$ cat src/rtl/spi_master_pkg.sv
// Shared types and width helpers for the SPI master and its clock divider.
// Pure declarations: no logic, no latency, no flow control.
package spi_pkg;

  typedef enum logic [2:0] {
    IDLE,
    SETUP,
    HIGH,
    LOW,
    END
  } state_t;

  localparam int DEFAULT_BITS = 8;

  // Width of a counter that must be able to hold the value n.
  function automatic int cnt_w(input int n);
    return $clog2(n + 1);
  endfunction

endpackage

$ cat src/rtl/spi_master_if.sv
// Parallel-side handshake plus SPI pin bundle between on-chip logic and the master.
// Wiring only; the master owns all timing and ignores start while busy.
interface spi_master_if
  import spi_pkg::*;
#(
  parameter int BITS = DEFAULT_BITS
);

  logic            start;
  logic [BITS-1:0] tx_data;
  logic [BITS-1:0] rx_data;
  logic            busy;
  logic            done;
  logic            sclk;
  logic            ss_n;
  logic            mosi;
  logic            miso;

  modport master (
    input  start, tx_data, miso,
    output rx_data, busy, done, sclk, ss_n, mosi
  );

  modport slave (
    output start, tx_data, miso,
    input  rx_data, busy, done, sclk, ss_n, mosi
  );

endinterface

$ cat src/rtl/spi_master_clk_div.sv
// Half-period tick generator: tick is high on every CLK_DIV-th enabled cycle.
// Combinational tick from a registered count; counter parks at 0 while en is low.
module spi_clk_div
  import spi_pkg::*;
#(
  parameter int CLK_DIV = 2
) (
  input  logic clk,
  input  logic rst,
  input  logic en,
  output logic tick
);

  localparam int            CW   = cnt_w(CLK_DIV);
  localparam logic [CW-1:0] LAST = CW'(CLK_DIV - 1);

  logic [CW-1:0] r_cnt;

  assign tick = en && (r_cnt == LAST);

  always_ff @(posedge clk) begin
    if (rst || !en || tick) begin
      r_cnt <= '0;
    end else begin
      r_cnt <= r_cnt + CW'(1);
    end
  end

endmodule

$ cat src/rtl/spi_master.sv
// Mode-0 SPI master, one BITS-wide full-duplex word per start; SPI_MASTER_LSB_FIRST_EN selects LSB-first.
// Word takes CLK_DIV*(2*BITS+1)+1 cycles to done; start is accepted only while busy is low, never queued.
module spi_master
  import spi_pkg::*;
#(
  parameter int BITS    = DEFAULT_BITS,
  parameter int CLK_DIV = 2
) (
  input  logic         clk,
  input  logic         rst,
  spi_master_if.master bus
);

  localparam int            BW     = cnt_w(BITS);
  localparam logic [BW-1:0] BITS_L = BW'(BITS);

  state_t          r_state, w_state_nxt;
  logic [BITS-1:0] r_tx_sr, w_tx_sr_nxt;
  logic [BITS-1:0] r_rx_sr, w_rx_sr_nxt;
  logic [BITS-1:0] r_rx_data, w_rx_data_nxt;
  logic [BW-1:0]   r_bit_cnt, w_bit_cnt_nxt;
  logic            r_sclk, w_sclk_nxt;
  logic            r_ss_n, w_ss_n_nxt;
  logic            r_busy, w_busy_nxt;
  logic            r_done, w_done_nxt;
  logic            w_en, w_tick, w_mosi;
  logic [BITS-1:0] w_tx_shift, w_rx_shift;

  assign w_en = (r_state == SETUP) || (r_state == HIGH) || (r_state == LOW);

  spi_clk_div #(.CLK_DIV(CLK_DIV)) u_clk_div (
    .clk  (clk),
    .rst  (rst),
    .en   (w_en),
    .tick (w_tick)
  );

  // mosi is the outgoing end of the tx shift register, so it is a plain flop output.
`ifdef SPI_MASTER_LSB_FIRST_EN
  assign w_mosi     = r_tx_sr[0];
  assign w_tx_shift = {1'b0, r_tx_sr[BITS-1:1]};
  assign w_rx_shift = {bus.miso, r_rx_sr[BITS-1:1]};
`else
  assign w_mosi     = r_tx_sr[BITS-1];
  assign w_tx_shift = {r_tx_sr[BITS-2:0], 1'b0};
  assign w_rx_shift = {r_rx_sr[BITS-2:0], bus.miso};
`endif

  always_comb begin
    w_state_nxt   = r_state;
    w_tx_sr_nxt   = r_tx_sr;
    w_rx_sr_nxt   = r_rx_sr;
    w_rx_data_nxt = r_rx_data;
    w_bit_cnt_nxt = r_bit_cnt;
    w_sclk_nxt    = r_sclk;
    w_ss_n_nxt    = r_ss_n;
    w_busy_nxt    = r_busy;
    w_done_nxt    = 1'b0;
    unique case (r_state)
      IDLE, END: begin
        w_state_nxt = IDLE;
        if (bus.start) begin
          w_state_nxt   = SETUP;
          w_tx_sr_nxt   = bus.tx_data;
          w_rx_sr_nxt   = '0;
          w_bit_cnt_nxt = '0;
          w_ss_n_nxt    = 1'b0;
          w_busy_nxt    = 1'b1;
        end
      end
      SETUP: begin
        if (w_tick) begin
          w_state_nxt   = HIGH;
          w_sclk_nxt    = 1'b1;
          w_rx_sr_nxt   = w_rx_shift;
          w_bit_cnt_nxt = r_bit_cnt + BW'(1);
        end
      end
      HIGH: begin
        if (w_tick) begin
          w_state_nxt = LOW;
          w_sclk_nxt  = 1'b0;
          w_tx_sr_nxt = w_tx_shift;
        end
      end
      LOW: begin
        if (w_tick) begin
          if (r_bit_cnt < BITS_L) begin
            w_state_nxt   = HIGH;
            w_sclk_nxt    = 1'b1;
            w_rx_sr_nxt   = w_rx_shift;
            w_bit_cnt_nxt = r_bit_cnt + BW'(1);
          end else begin
            w_state_nxt   = END;
            w_tx_sr_nxt   = '0;
            w_ss_n_nxt    = 1'b1;
            w_busy_nxt    = 1'b0;
            w_done_nxt    = 1'b1;
            w_rx_data_nxt = r_rx_sr;
          end
        end
      end
      default: w_state_nxt = IDLE;
    endcase
  end

  always_ff @(posedge clk) begin
    if (rst) begin
      r_state   <= IDLE;
      r_tx_sr   <= '0;
      r_rx_sr   <= '0;
      r_bit_cnt <= '0;
      r_sclk    <= 1'b0;
      r_ss_n    <= 1'b1;
      r_busy    <= 1'b0;
      r_done    <= 1'b0;
      // An aborted transfer keeps the last good word; a reset seen while idle clears it.
      if (!w_en) begin
        r_rx_data <= '0;
      end
    end else begin
      r_state   <= w_state_nxt;
      r_tx_sr   <= w_tx_sr_nxt;
      r_rx_sr   <= w_rx_sr_nxt;
      r_rx_data <= w_rx_data_nxt;
      r_bit_cnt <= w_bit_cnt_nxt;
      r_sclk    <= w_sclk_nxt;
      r_ss_n    <= w_ss_n_nxt;
      r_busy    <= w_busy_nxt;
      r_done    <= w_done_nxt;
    end
  end

  assign bus.rx_data = r_rx_data;
  assign bus.busy    = r_busy;
  assign bus.done    = r_done;
  assign bus.sclk    = r_sclk;
  assign bus.ss_n    = r_ss_n;
  assign bus.mosi    = w_mosi;

endmodule

$ cat src/flat_wrapper.sv
// flat-port wrapper written by rule: the top's interface ports become plain ports
module spi_master_flat import spi_pkg::*;
#(
  parameter int BITS    = DEFAULT_BITS,
  parameter int CLK_DIV = 2
)
  (clk, rst, bus_start, bus_tx_data, bus_miso, bus_rx_data, bus_busy, bus_done, bus_sclk, bus_ss_n, bus_mosi);
  spi_master_if #(.BITS(BITS)) bus_i ();
  input  logic clk;
  input  logic rst;
  input wire logic [$bits(bus_i.start)-1:0] bus_start;
  input wire logic [$bits(bus_i.tx_data)-1:0] bus_tx_data;
  input wire logic [$bits(bus_i.miso)-1:0] bus_miso;
  output wire logic [$bits(bus_i.rx_data)-1:0] bus_rx_data;
  output wire logic [$bits(bus_i.busy)-1:0] bus_busy;
  output wire logic [$bits(bus_i.done)-1:0] bus_done;
  output wire logic [$bits(bus_i.sclk)-1:0] bus_sclk;
  output wire logic [$bits(bus_i.ss_n)-1:0] bus_ss_n;
  output wire logic [$bits(bus_i.mosi)-1:0] bus_mosi;
  assign bus_i.start = bus_start;
  assign bus_i.tx_data = bus_tx_data;
  assign bus_i.miso = bus_miso;
  assign bus_rx_data = bus_i.rx_data;
  assign bus_busy = bus_i.busy;
  assign bus_done = bus_i.done;
  assign bus_sclk = bus_i.sclk;
  assign bus_ss_n = bus_i.ss_n;
  assign bus_mosi = bus_i.mosi;
  spi_master #(.BITS(BITS), .CLK_DIV(CLK_DIV)) u_core (.clk(clk), .rst(rst), .bus(bus_i));
endmodule
$ cat config.mk
export PLATFORM = sky130hd
export DESIGN_NAME = spi_master_flat
export DESIGN_NICKNAME = d
export VERILOG_FILES = /design/src/rtl/spi_master_pkg.sv /design/src/rtl/spi_master_if.sv /design/src/rtl/spi_master_clk_div.sv /design/src/rtl/spi_master.sv /design/src/flat_wrapper.sv
export SDC_FILE = /design/constraint.sdc
export NUM_CORES = 1
export LEC_CHECK = 0
export BUFFER_PORTS_ARGS = -buffer_cell sky130_fd_sc_hd__buf_2
export CORE_UTILIZATION = 55
export DETAILED_ROUTE_END_ITERATION = 6
export GPL_TIMING_DRIVEN = 0
export PLACE_DENSITY = 0.77
export RECOVER_POWER = 50
export SETUP_SLACK_MARGIN = 0.4
export SLEW_MARGIN = 20
export SYNTH_ARGS = -nofsm -noshare
export SYNTH_HDL_FRONTEND = slang
export SYNTH_SLANG_ARGS = --single-unit
export TNS_END_PERCENT = 5
$ cat constraint.sdc
create_clock -name clk -period 2.4 [get_ports clk]
set_input_delay 0.24 -clock clk [delete_from_list [all_inputs] [get_ports clk]]
set_output_delay 0.24 -clock clk [all_outputs]
set_load 0.02 [all_outputs]
# Word level (Yosys, flattened, before mapping)

Index checks and enable logic that the tools add are counted.

$add $sub $neg: 2
$lt $le $gt $ge: 1
Equality and inequality tests: 13
Muxes and demuxes: 40
Bitwise operators: 2
Reduce and logical (&&, ||, !) cells: 21

Operators with widths:

| kind                                                                  | count |
|---|---|
| 8-bit 2-to-1 mux                                                      | 13 |
| 8-bit case mux with 3 select lines                                    | 2 |
| 4-bit 2-to-1 mux                                                      | 4 |
| 2-bit != test, second input constant                                  | 8 |
| 5-bit AND reduction                                                   | 3 |
| 1-bit 2-to-1 mux                                                      | 12 |
| 3-bit 2-to-1 mux                                                      | 4 |
| 3-bit case mux with 4 select lines                                    | 1 |
| 4-bit case mux with 3 select lines                                    | 1 |
| 3-bit nonzero test                                                    | 3 |
| 4-bit AND reduction                                                   | 2 |
| 3-bit by 2-bit equality test with 1-bit output, second input constant | 2 |
| 2-bit nonzero test                                                    | 3 |
| 4-bit by 1-bit adder with 4-bit output, second input constant         | 1 |
| 1-bit logical OR                                                      | 4 |
| 4-bit less-than comparator, second input constant                     | 1 |
| 1-bit case mux with 2 select lines                                    | 2 |
| 3-bit by 1-bit equality test with 1-bit output, second input constant | 1 |
| 3-bit equality test, second input constant                            | 1 |
| 3-bit logical NOT                                                     | 1 |
| 1-bit case mux with 3 select lines                                    | 1 |
| 3-bit AND reduction                                                   | 1 |
| 3-bit OR reduction                                                    | 1 |
| 2-bit by 1-bit adder with 2-bit output, second input constant         | 1 |
| other kinds (5)                                                       | 6 |

Register bits after elaboration: 37
Input port bits: 12
Word-level logic and storage cells: 89

# Depth between registers and ports, before layout

Word-level depth: 7
Gate-level depth with buffers: 8
Depth with buffers taken out: 5

# By module

A second synthesis with hierarchy kept.

Cells, all modules: 166
Area total of the unflattened synthesis: 1,717.9 um^2

By module, submodules not included:

| module      | instances | cells each | area each (um^2) | seq. area each (um^2) |
|---|---|---|---|---|
| spi_master  | 1         | 159        | 1,636.6          | 780.7 |
| spi_clk_div | 1         | 7          | 81.3             | 40.0 |

# Worst setup path after synthesis

Ideal clock, no wire load.

Kind: flip-flop to flip-flop
Start point: register u_core.u_clk_div.r_cnt[0]
End point: register u_core.r_rx_data[0], in the netlist u_core.bus.rx_data[0] (enable)
Library setup time: 0.384 ns
Data arrival time: 1.550 ns
Data required time: 2.016 ns
Setup slack: 0.466 ns
Stages on the path, launching flop included: 6
Buffers on the path: 1
Period minus slack after synthesis: 1.934 ns
Path through: dfxtp_1 -> ha_1 -> buf_6 -> and3b_1 -> nand2_1 -> o21ai_0

Longest elaborated chain between the ends: 4

RTL lines:

| element                                        | line                     | text |
|---|---|---|
| start, declared                                | spi_master_clk_div.sv:17 | `logic [CW-1:0] r_cnt;` |
| start signal, assigned                         | spi_master_clk_div.sv:25 | `r_cnt <= r_cnt + CW'(1);` |
| 2-bit by 1-bit equality test with 1-bit output | spi_master_clk_div.sv:19 | `assign tick = en && (r_cnt == LAST);` |
| 1-bit logical AND                              | spi_master_clk_div.sv:19 |  |
| 2-bit nonzero test (no line)                   | n/a                      |  |
| 4-bit AND reduction (no line)                  | n/a                      |  |
| end signal, assigned                           | spi_master.sv:125        | `r_rx_data <= w_rx_data_nxt;` |
| end, declared                                  | spi_master.sv:20         | `logic [BITS-1:0] r_rx_data, w_rx_data_nxt;` |

No other way between the ends.
A chain may end at the register's enable or synchronous reset.

# Final worst setup path

Start point: register u_core.u_clk_div.r_cnt[1]
End point: register u_core.r_tx_sr[0]

Longest elaborated chain between the ends: 4
Elaborated cells on any way between the ends: 5

RTL lines:

| element                                            | line                     | text |
|---|---|---|
| 2-bit by 1-bit equality test with 1-bit output (*) | spi_master_clk_div.sv:19 |  |
| 1-bit logical AND (*)                              | spi_master_clk_div.sv:19 |  |
| 2-bit != test (no line)                            | n/a                      |  |
| 5-bit AND reduction (no line) (*)                  | n/a                      |  |
| end signal, assigned                               | spi_master.sv:123        | `r_tx_sr <= w_tx_sr_nxt;` |
| end, declared                                      | spi_master.sv:18         | `logic [BITS-1:0] r_tx_sr, w_tx_sr_nxt;` |

Every way passes the cells marked *; elsewhere a longest branch is shown, timed or not.

==> out/qor.log <==
[pwr] internal power consumption 0.847 mW
[pwr] Static Leakage 0.707 nW
[clock_network] hold buffers post-CTS 0
[worst_setup_path] cell with the largest stage delay on the worst path sky130_fd_sc_hd__dfxtp_1
[clock_network] CTS tree built
[detailed_routing] total via count after detailed routing 1325
[timing] final clock period utilization by the worst path 0.769
[final_layout] antenna diode instance count 0
[worst_setup_path] largest driver fanout on the critical path 10
[grt] total grt overflow 0
[timing] final-layout setup total negative slack 0 ns
[synth] cell count after synthesis 160
[synth] sequential fraction of the synthesis area 0.503
[grt] maximum number of pins on one net before global-route repair 14
[detailed_routing] number of remaining DRC errors 0
[clock_network] clock buffer count from CTS 5
[synth] Distinct cells, synth 39
[final_layout] net count of the finished layout 205
[pwr] combinational share of power 0.143
[worst_setup_path] cell type group with the largest total delay on the critical path simple AND/OR/NAND/NOR gates
[synth] area share of the largest cell type after synthesis 0.356
[outcome] result of the run finished, final reports clean
[floorplan] Initial Util 0.586
[detailed_routing] post-route ant nets 0
[synth] Most used DFF post-synth sky130_fd_sc_hd__dfxtp_1
[worst_setup_path] worst endpoint data arrival time 2.09 ns
[floorplan] core box area 2780 um^2
[grt] Total Routing Usage GR 0.232
[worst_setup_path] critical path depth in cells 8
[job] Max-Cap Viols 0
[pwr] Net Sw Frac 0.285
[timing] RSZ-0062 raised after global routing false
[synth] area of the mapped netlist 1630 um^2
[clock_network] number of levels the H-tree was split into 2
[floorplan] DIE WIDTH 56.4 um
[floorplan] total die area 3190 um^2
[timing] Tmin final 1.85 ns
[place] Placement Setup Slack 0.111 ns
[synth] number of enable-type register cells in the synthesized netlist 8
[synth] post-synthesis net count 174
[pwr] clock network fraction of total power 0.282
[place] routability-driven placement congestion ratio 0.808
[worst_setup_path] startpoint type of the worst setup path flop
[pwr] worst ir drop on vdd 517 uV
[worst_setup_path] Crit path largest cell delay 0.33 ns
[clock_network] CTS Sinks 37
[final_layout] fin area 1830 um^2
[final_layout] total of fill cells in the finished design 234
[synth] count of synthesis-stage warnings from yosys 0
[timing] worst-case setup margin in the final layout 0.555 ns
[worst_setup_path] crit path capture type flop
[timing] f_max 0.542 GHz
[place] area of placed instances 1790 um^2
[grt] global-route wire length before repair 5650 um
[clock_network] Clock Pin Slew Worst Setup and Hold Paths 0.11 ns
[worst_setup_path] data required time of the worst path 2.65 ns
[worst_hold_path] cell depth of the worst hold path 2
[timing] max_slew headroom 0.568
[timing] Setup Skew 0.00735 ns
[pwr] part of the total power dissipated in sequential elements 0.575
[detailed_routing] number of DRC markers after the initial detailed-route iteration 46
[timing] Final Slew Violations 0
[clock_network] clock root buffer sky130_fd_sc_hd__clkbuf_4
[grt] number of antenna violations at the first check in global routing 0
[detailed_routing] vias per cell 5.94
[worst_hold_path] class of the most critical hold timing path input pin to flop
[worst_setup_path] path type of the worst setup path flop to flop
[pwr] Switch Pwr 0.338 mW
[place] DP HPWL 2450 um
[synth] share of flip-flops with an asynchronous set or reset after synthesis 0
[detailed_routing] average wire per cell in the routed design 15.2 um
[final_layout] synth-to-layout area growth 12.4%
[detailed_routing] wire length after detailed routing 3400 um
[worst_setup_path] cells along the critical path inv_1 -> ha_1 -> buf_6 -> and4bb_1 -> buf_6 -> or3_1 -> buf_6 -> a41o_1
[worst_setup_path] cell type with the highest occurrence count on the critical path sky130_fd_sc_hd__buf_6
[pwr] Tot Pwr 1.18 mW
[floorplan] Ports 25
[detailed_routing] iteration count of the initial detailed-routing pass 4
[timing] number of setup violations in the final report 0
[timing] Worst-Margin Slew 0.648 ns
[pwr] PD cells 647 nW/um^2
[worst_setup_path] CP bufs+invs 4
[clock_network] maximum buffer depth of the clock tree 2
[timing] final hold violations 0
[floorplan] number of rows in the core area 19
[final_layout] fraction of layout cells with a size suffix above 1 0.182
[synth] top cell type by total area after synthesis sky130_fd_sc_hd__dfxtp_1
[synth] average footprint of a synthesized cell 10.2 um^2
[synth] register bit total from synthesis 37
[floorplan] height of the chip 56.4 um
[place] input/output buffers 24
[worst_setup_path] Worst R2R Path Depth 8
[clock_network] insertion delay to the later sink of the worst-skew pair 0.35 ns
[grt] via count of the first global-routing pass 1281
[synth] most area-consuming cells after synthesis sky130_fd_sc_hd__dfxtp_1, sky130_fd_sc_hd__edfxtp_1, sky130_fd_sc_hd__a211oi_2
-- logic make-up (layout without fill, tap and decap cells) --
logic type	Yosys count	count (layout)	share of synthesized area
adders and majority gates	2	2	0.0153
DFF	37	37	0.503
muxes	3	3	0.0184
AOI/OAI and AO/OA	38	38	0.173
and+or+nand+nor	55	55	0.210
buffers and inverters	25	57	0.0790
-- through the flow --
step                      hold slack [ns]  utilization  cells
after global routing                0.119        0.659    223
after CTS                           0.132        0.666    223
after global placement              0.419        0.643    215
after floorplan                     0.393            -    160
final                               0.136        0.659    223
after detailed placement            0.438        0.643    215
-- final cells by class --
type	instances	area (um^2)	share of cell area
Tap cell	31	38.8	0.0212
Inverter	11	41.3	0.0225
Buffer	14	83.8	0.0458
Clock buffer	5	37.5	0.0205
Timing Repair Buffer	24	103	0.0560
Sequential cell	37	821	0.448
Multi-Input combinational cell	98	684	0.374
Clock inverter	3	22.5	0.0123
-- routing by layer --
| metal | vias to the layer above | routed length, um | track usage |
|---|---|---|---|
| li1 | 659 | - | - |
| met1 | 618 | 1540 | 0.317 |
| met2 | 42 | 1590 | 0.348 |
| met3 | 6 | 212 | 0.0622 |
| met4 | 0 | 57 | 0.0906 |
| met5 | - | 0 | 0 |
-- flip-flops by register name, indices dropped and copies added (netlist names) --
register	flops
u_core.r_state	3
u_core.r_tx_sr	8
u_core.bus.done	1
u_core.r_bit_cnt	4
u_core.bus.sclk	1
u_core.u_clk_div.r_cnt	2
u_core.bus.ss_n	1
u_core.bus.rx_data	8
u_core.r_rx_sr	8
u_core.bus.busy	1
-- power groups by stage --
| stage | clock, mW | sequential [mW] | combinational [mW] |
|---|---|---|---|
| floorplan | 0 | 0.710 | 0.109 |
| global placement | 0 | 0.693 | 0.168 |
| detailed placement | 0 | 0.695 | 0.173 |
| CTS | 0.335 | 0.681 | 0.175 |
| global route | 0.363 | 0.684 | 0.186 |
| finish | 0.334 | 0.682 | 0.169 |
-- final timing paths --
kind                                             start                                    to  slack (ns)
hold / removal                          bus_tx_data[0]        u_core.r_tx_sr[0]$_SDFFE_PP0P_        0.14
setup reg to reg  u_core.u_clk_div.r_cnt[1]$_SDFF_PP0_        u_core.r_tx_sr[0]$_SDFFE_PP0P_        0.55
hold reg to reg   u_core.u_clk_div.r_cnt[0]$_SDFF_PP0_  u_core.u_clk_div.r_cnt[0]$_SDFF_PP0_        0.45
setup / recovery  u_core.u_clk_div.r_cnt[1]$_SDFF_PP0_        u_core.r_tx_sr[0]$_SDFFE_PP0P_        0.55
-- timing repair --
action | 4_1_cts | 5_1_grt
endpoints found under the setup margin | 8 | 0
setup buffers | 0 | 0
resized for setup | 2 | 0
-- cell usage after synthesis, types with 3 or more instances --
library cell and n:
sky130_fd_sc_hd__or3_1 3, sky130_fd_sc_hd__inv_1 11, sky130_fd_sc_hd__buf_6 4, sky130_fd_sc_hd__edfxtp_1 8, sky130_fd_sc_hd__dfxtp_1 29, sky130_fd_sc_hd__mux2i_1 3, sky130_fd_sc_hd__nor4_1 10, sky130_fd_sc_hd__nor2_1 6
sky130_fd_sc_hd__o21ai_0 5, sky130_fd_sc_hd__a211oi_2 8, sky130_fd_sc_hd__nand3_1 5, sky130_fd_sc_hd__nor4bb_1 6, sky130_fd_sc_hd__o22ai_1 6, sky130_fd_sc_hd__clkbuf_1 5, sky130_fd_sc_hd__a21oi_1 11, sky130_fd_sc_hd__buf_1 3
sky130_fd_sc_hd__nand2_1 11
-- cells in the final DEF (no fill, tap or decap), types with 2 or more instances in the layout --
cell                       synthesis  layout
sky130_fd_sc_hd__dfxtp_1          29      29
sky130_fd_sc_hd__clkbuf_1          5      21
sky130_fd_sc_hd__inv_1            11      11
sky130_fd_sc_hd__nand2_1          11      11
sky130_fd_sc_hd__a21oi_1          11      11
sky130_fd_sc_hd__buf_2             1      11
sky130_fd_sc_hd__nor4_1           10      10
sky130_fd_sc_hd__a211oi_2          8       8
sky130_fd_sc_hd__edfxtp_1          8       8
sky130_fd_sc_hd__nor2_1            6       6
sky130_fd_sc_hd__nor4bb_1          6       6
sky130_fd_sc_hd__o22ai_1           6       6
sky130_fd_sc_hd__nand3_1           5       5
sky130_fd_sc_hd__clkbuf_4          0       5
sky130_fd_sc_hd__buf_6             4       4
sky130_fd_sc_hd__o21ai_0           5       4
sky130_fd_sc_hd__or3_1             3       3
sky130_fd_sc_hd__mux2i_1           3       3
sky130_fd_sc_hd__buf_1             3       2
sky130_fd_sc_hd__o21ai_2           1       2
sky130_fd_sc_hd__nand2b_1          2       2
sky130_fd_sc_hd__nand3b_1          2       2
sky130_fd_sc_hd__a211oi_1          2       2
sky130_fd_sc_hd__ha_1              2       2
sky130_fd_sc_hd__clkinv_4          0       2
(Power assumes the default switching activity.)
